## config.mk

```make
export PLATFORM = sky130hd
export DESIGN_NAME = vigna_bus_arbiter
export DESIGN_NICKNAME = d
export VERILOG_FILES = /design/src/rtl/vigna_bus_arbiter.sv
export SDC_FILE = /design/constraint.sdc
export NUM_CORES = 1
export LEC_CHECK = 0
export BUFFER_PORTS_ARGS = -buffer_cell sky130_fd_sc_hd__buf_4
export CAP_MARGIN = 20
export CORE_AREA = 3 3 119 121
export DETAILED_ROUTE_END_ITERATION = 6
export DIE_AREA = 0 0 122 124
export PLACE_DENSITY = 0.62
export SLEW_MARGIN = 20
export SYNTH_ARGS = -nofsm -noshare
export SYNTH_HDL_FRONTEND = slang
export SYNTH_SLANG_ARGS = --single-unit
```

## constraint.sdc

```tcl
create_clock -name clk -period 1.9 [get_ports clk]
set_clock_uncertainty 0.05 [all_clocks]
set_input_delay 0.095 -clock clk [delete_from_list [all_inputs] [get_ports clk]]
set_output_delay 0.095 -clock clk [all_outputs]
set_load 0.03 [all_outputs]
```

## src/rtl/vigna_bus_arbiter.sv

```systemverilog
// vigna_bus_arbiter: merges the vigna core's instruction (i_*) and data (d_*) masters onto
// one registered valid/ready memory port (m_*). One transaction is in flight at a time. The
// response is routed back only to the granted master.
//
// Ports:
//   clk, reset                      clock, synchronous active-high reset
//   i_valid/i_addr/i_wdata/i_wstrb  instruction master request
//   i_ready/i_rdata                 instruction completion pulse and read data
//   d_valid/d_addr/d_wdata/d_wstrb  data master request (d_wstrb == 0 means read)
//   d_ready/d_rdata                 data completion pulse and read data
//   m_valid/m_addr/m_wdata/m_wstrb  registered memory request
//   m_ready/m_rdata                 memory completion (one cycle), read data valid with it
//
// Build option: define VIGNA_ARB_ROUND_ROBIN_EN to break simultaneous requests in favour of
// the master that was not granted last. Without it, data always beats instruction.
module vigna_bus_arbiter #(
  parameter int unsigned ADDR_WIDTH = 32,
  parameter int unsigned DATA_WIDTH = 32
) (
  input  logic                    clk,
  input  logic                    reset,
  input  logic                    i_valid,
  output logic                    i_ready,
  input  logic [ADDR_WIDTH-1:0]   i_addr,
  output logic [DATA_WIDTH-1:0]   i_rdata,
  input  logic [DATA_WIDTH-1:0]   i_wdata,
  input  logic [DATA_WIDTH/8-1:0] i_wstrb,
  input  logic                    d_valid,
  output logic                    d_ready,
  input  logic [ADDR_WIDTH-1:0]   d_addr,
  output logic [DATA_WIDTH-1:0]   d_rdata,
  input  logic [DATA_WIDTH-1:0]   d_wdata,
  input  logic [DATA_WIDTH/8-1:0] d_wstrb,
  output logic                    m_valid,
  input  logic                    m_ready,
  output logic [ADDR_WIDTH-1:0]   m_addr,
  input  logic [DATA_WIDTH-1:0]   m_rdata,
  output logic [DATA_WIDTH-1:0]   m_wdata,
  output logic [DATA_WIDTH/8-1:0] m_wstrb
);

`ifdef VIGNA_ARB_ROUND_ROBIN_EN
  localparam bit RoundRobin = 1'b1;
`else
  localparam bit RoundRobin = 1'b0;
`endif

  typedef enum logic [1:0] {
    StIdle = 2'd0,
    StGntI = 2'd1,
    StGntD = 2'd2
  } state_e;

  state_e                  state_q;
  logic                    last_grant_q;  // 1: data master was granted last
  logic                    m_valid_q;
  logic [ADDR_WIDTH-1:0]   m_addr_q;
  logic [DATA_WIDTH-1:0]   m_wdata_q;
  logic [DATA_WIDTH/8-1:0] m_wstrb_q;
  logic                    pick_d;

  // Data wins unless round-robin is enabled, both request, and data was served last.
  always_comb begin
    pick_d = d_valid && !(RoundRobin && i_valid && last_grant_q);
  end

  always_ff @(posedge clk) begin
    if (reset) begin
      state_q      <= StIdle;
      last_grant_q <= 1'b1;
      m_valid_q    <= 1'b0;
      m_addr_q     <= '0;
      m_wdata_q    <= '0;
      m_wstrb_q    <= '0;
    end else begin
      unique case (state_q)
        StIdle: begin
          if (pick_d) begin
            m_valid_q <= 1'b1;
            m_addr_q  <= d_addr;
            m_wdata_q <= d_wdata;
            m_wstrb_q <= d_wstrb;
            state_q   <= StGntD;
          end else if (i_valid) begin
            m_valid_q <= 1'b1;
            m_addr_q  <= i_addr;
            m_wdata_q <= i_wdata;
            m_wstrb_q <= i_wstrb;
            state_q   <= StGntI;
          end
        end
        StGntI, StGntD: begin
          // m_addr is left as is; only the write-related fields are cleared.
          if (m_ready) begin
            m_valid_q    <= 1'b0;
            m_wdata_q    <= '0;
            m_wstrb_q    <= '0;
            last_grant_q <= (state_q == StGntD);
            state_q      <= StIdle;
          end
        end
        default: state_q <= StIdle;
      endcase
    end
  end

  // Completion pulses are combinational from m_ready and suppressed while reset is high.
  assign i_ready = !reset && (state_q == StGntI) && m_ready;
  assign d_ready = !reset && (state_q == StGntD) && m_ready;
  assign i_rdata = m_rdata;
  assign d_rdata = m_rdata;

  assign m_valid = m_valid_q;
  assign m_addr  = m_addr_q;
  assign m_wdata = m_wdata_q;
  assign m_wstrb = m_wstrb_q;

endmodule

```

==> results.sh <==
export IMPL_maxSlewViolCount=0
export IMPL_synth_nets=614
export IMPL_io_pins=308
export IMPL_vdd_ir_drop_max_uv=480
export IMPL_synthArstFlopShare_pct=0
export IMPL_yosys_mux_area_fraction_pct=17.6
export IMPL_max_cap_violations=0
export IMPL_syn_area_per_cell_sq_um=8.99
export IMPL_cts_made_buffers=9
export IMPL_gr_usage_met2_pct=24.0
export IMPL_synth_compound_area_share_pct=16.3
export IMPL_syn_area_sq_um=3940
export IMPL_clk_pin_slew_ns=0.06
export IMPL_grt_max_degree=66
export IMPL_path_class="flop to flop"
export IMPL_fin_area_sq_um=5700
export IMPL_yosys_warnings=0
export IMPL_drtAntennaViolNets=0
export IMPL_wire_per_inst_um=15.4
export IMPL_ys_ff_latch=71
export IMPL_finalSetupViolCount=0
export IMPL_port_buffers=211
export IMPL_antenna_cells=0
export IMPL_clk_latency_ns=0.32
export IMPL_ys_flop_type="dfxtp_1"
export IMPL_crit_path_start_kind="flop"
export IMPL_drc=0
export IMPL_die_area_sq_um=15100
export IMPL_dp_hpwl_mm=8.75
export IMPL_synthCells=438
export IMPL_final_cells=753
export IMPL_synth_fa_ha_area_share_pct=0.954
export IMPL_place_congestion=0.730
export IMPL_synth_edff_count=0
export IMPL_drt_iter0_drc=207
export IMPL_grt_usage_pct=14.0
export IMPL_synthXorXnorAreaFrac_pct=0
export IMPL_postLayoutCoreUtil_pct=43.2
export IMPL_synth_top_family_by_area="multiplexers"
export IMPL_synth_area_leader_cell="dfxtp_1"
export IMPL_post_cts_buffers=0
export IMPL_die_h_um=124
export IMPL_dpl_cell_area_sq_um=5280
export IMPL_grt_pass1_wl_mm=16.8
export IMPL_leakagePower_uw=0.00265
export IMPL_cp_end_kind="flop"
export IMPL_synth_top_area_share_pct=36.1
export IMPL_hold_viol_final=0
export IMPL_core_region_area_sq_um=13200
export IMPL_yosysUniqueCellTypes=25
export IMPL_finalWirelength_mm=11.6
export IMPL_clkSinkCount=71
export IMPL_worstMarginPinSlew_ns=0.382
export IMPL_power_density_nw_per_um2=991
export IMPL_relSlewSlack_pct=74.5
export IMPL_root_buffer="clkbuf_16"
export IMPL_min_period_ns=1.84
export IMPL_drive_gt1_share_pct=44.7
export IMPL_crit_fanout=24
export IMPL_cp_arrival_ns=2.04
export IMPL_finalPower_uw=5640
export IMPL_use_met3_pct=4.18
export IMPL_cts_tree="built"
export IMPL_grt_pass1_vias=3365
export IMPL_vias_per_cell=4.77
export IMPL_start_util_pct=29.8
export IMPL_vias=3593
export IMPL_fin_nets=749
export IMPL_ys_seq_area_share_pct=36.1
export IMPL_status="finished clean"
export IMPL_num_rows=42
export IMPL_area_delta_synth_final_pct=44.7
export IMPL_synthTopCellsByArea="dfxtp_1 (36%), mux2i_1 (17%), buf_4 (13%)"
export IMPL_ctsHoldBuffers=0
export IMPL_dr_pass1_iters=4
export IMPL_clockBufferDepth=2
export IMPL_yosys_area_share_simple_pct=11.5
export IMPL_fmaxAchievable_mhz=544
export IMPL_antenna_found_initial=0
export IMPL_period_share_pct=96.8
export IMPL_met1_usage_pct=16.2
export IMPL_worst_ep_required_time_ns=2.11
export IMPL_dp_cells=737
export IMPL_hold_class="input pin to flop"
export IMPL_grt_ovfl_total=0
export IMPL_die_w_um=122
export IMPL_h_tree_depth=3
export IMPL_gr_max_usage_layer="met2"
-- report_power, final --
part,internal (uW),switching (uW),total [uW],leakage [uW]
Clock,1310,621,1930,0.000165
Sequential,1700,109,1810,0.000587
Combinational,849,1050,1900,0.00189
Total,3860,1780,5640,0.00265
-- path summary, 6_finish.rpt --
path / from / to / slack, ns / cells past startpoint
setup / recovery: state_q[0] / m_wdata[11] / 0.06 / 6
hold / removal: i_addr[19] / m_addr[19] / 0.07 / 3
setup reg to reg: state_q[0] / m_wdata[11] / 0.06 / 6
hold reg to reg: m_wdata[26] / m_wdata[26] / 0.42 / 2
-- cell type report --
class	instances	area, sq um
clock buffer	10	239
clock inverter	5	106
fill	1295	7490
inverter	2	7.51
multi-input combinational	260	1890
sequential	71	1420
tap	176	220
timing repair buffer	229	1810
-- synth_stat cells, types with 4 or more instances --
cell type / n
a211oi_1: 33
a21oi_1: 39
buf_2: 5
buf_4: 69
clkbuf_1: 23
dfxtp_1: 71
mux2i_1: 68
nand2b_1: 4
nor2_1: 32
o21ai_0: 33
o21ai_1: 4
or4_1: 36
-- stage by stage --
stage / setup TNS (ns) / hold WS, ns / worst slack, ns
after floorplan: 0 / 0.252 / 0.107
after global placement: 0 / 0.140 / 0.0444
after detailed placement: -0.417 / 0.140 / -0.0637
after CTS: 0 / 0.0573 / 0.0168
after global routing: -0.0136 / 0.0804 / -0.0136
final: 0 / 0.0701 / 0.0616
-- timing repair --
item,in CTS,in global routing
gates cloned,0,1
resized for setup,1,10
setup endpoints to repair,36,25
pin swaps,0,3
-- cells in the final DEF (no fill, tap or decap), types with 2 or more instances in the layout --
cell	instances
a211oi_1	33
a21oi_1	34
a21oi_2	5
and3b_1	2
buf_12	6
buf_4	222
bufinv_16	3
clkbuf_16	10
dfxtp_1	70
ha_1	2
mux2i_1	68
nand2b_1	4
nor2_1	32
o21ai_0	33
o21ai_1	4
or4_1	33
or4_4	3
-- metal layers --
metal / part of all wire (%) / vias to the layer above / routed length (um)
met5: 0 / - / 0
met4: 2.6 / 0 / 297
met3: 9.5 / 29 / 1100
met2: 49 / 192 / 5640
met1: 39 / 1576 / 4560
li1: - / 1796 / -
-- worst max-delay path, cell delays in order (launching register included) --
cell     delay, ns
dfxtp_2       0.33
inv_1         0.07
ha_4          0.27
mux2i_4       0.22
buf_12        0.17
or4_1         0.51
a21oi_2       0.14
-- cells by family after synthesis --
kind of cell | Yosys count
muxes | 69
buffers and inverters | 107
adders and majority gates | 3
DFF | 71
and+or+nand+nor | 77
AOI/OAI and AO/OA | 111
-- sequential cells by signal, summed over array words and instances (netlist names) --
| signal | cells |
|---|---|
| m_addr | 32 |
| m_wdata | 32 |
| m_wstrb | 4 |
| m_valid | 1 |
| state_q | 2 |
Power figures use the tool's default switching activity.
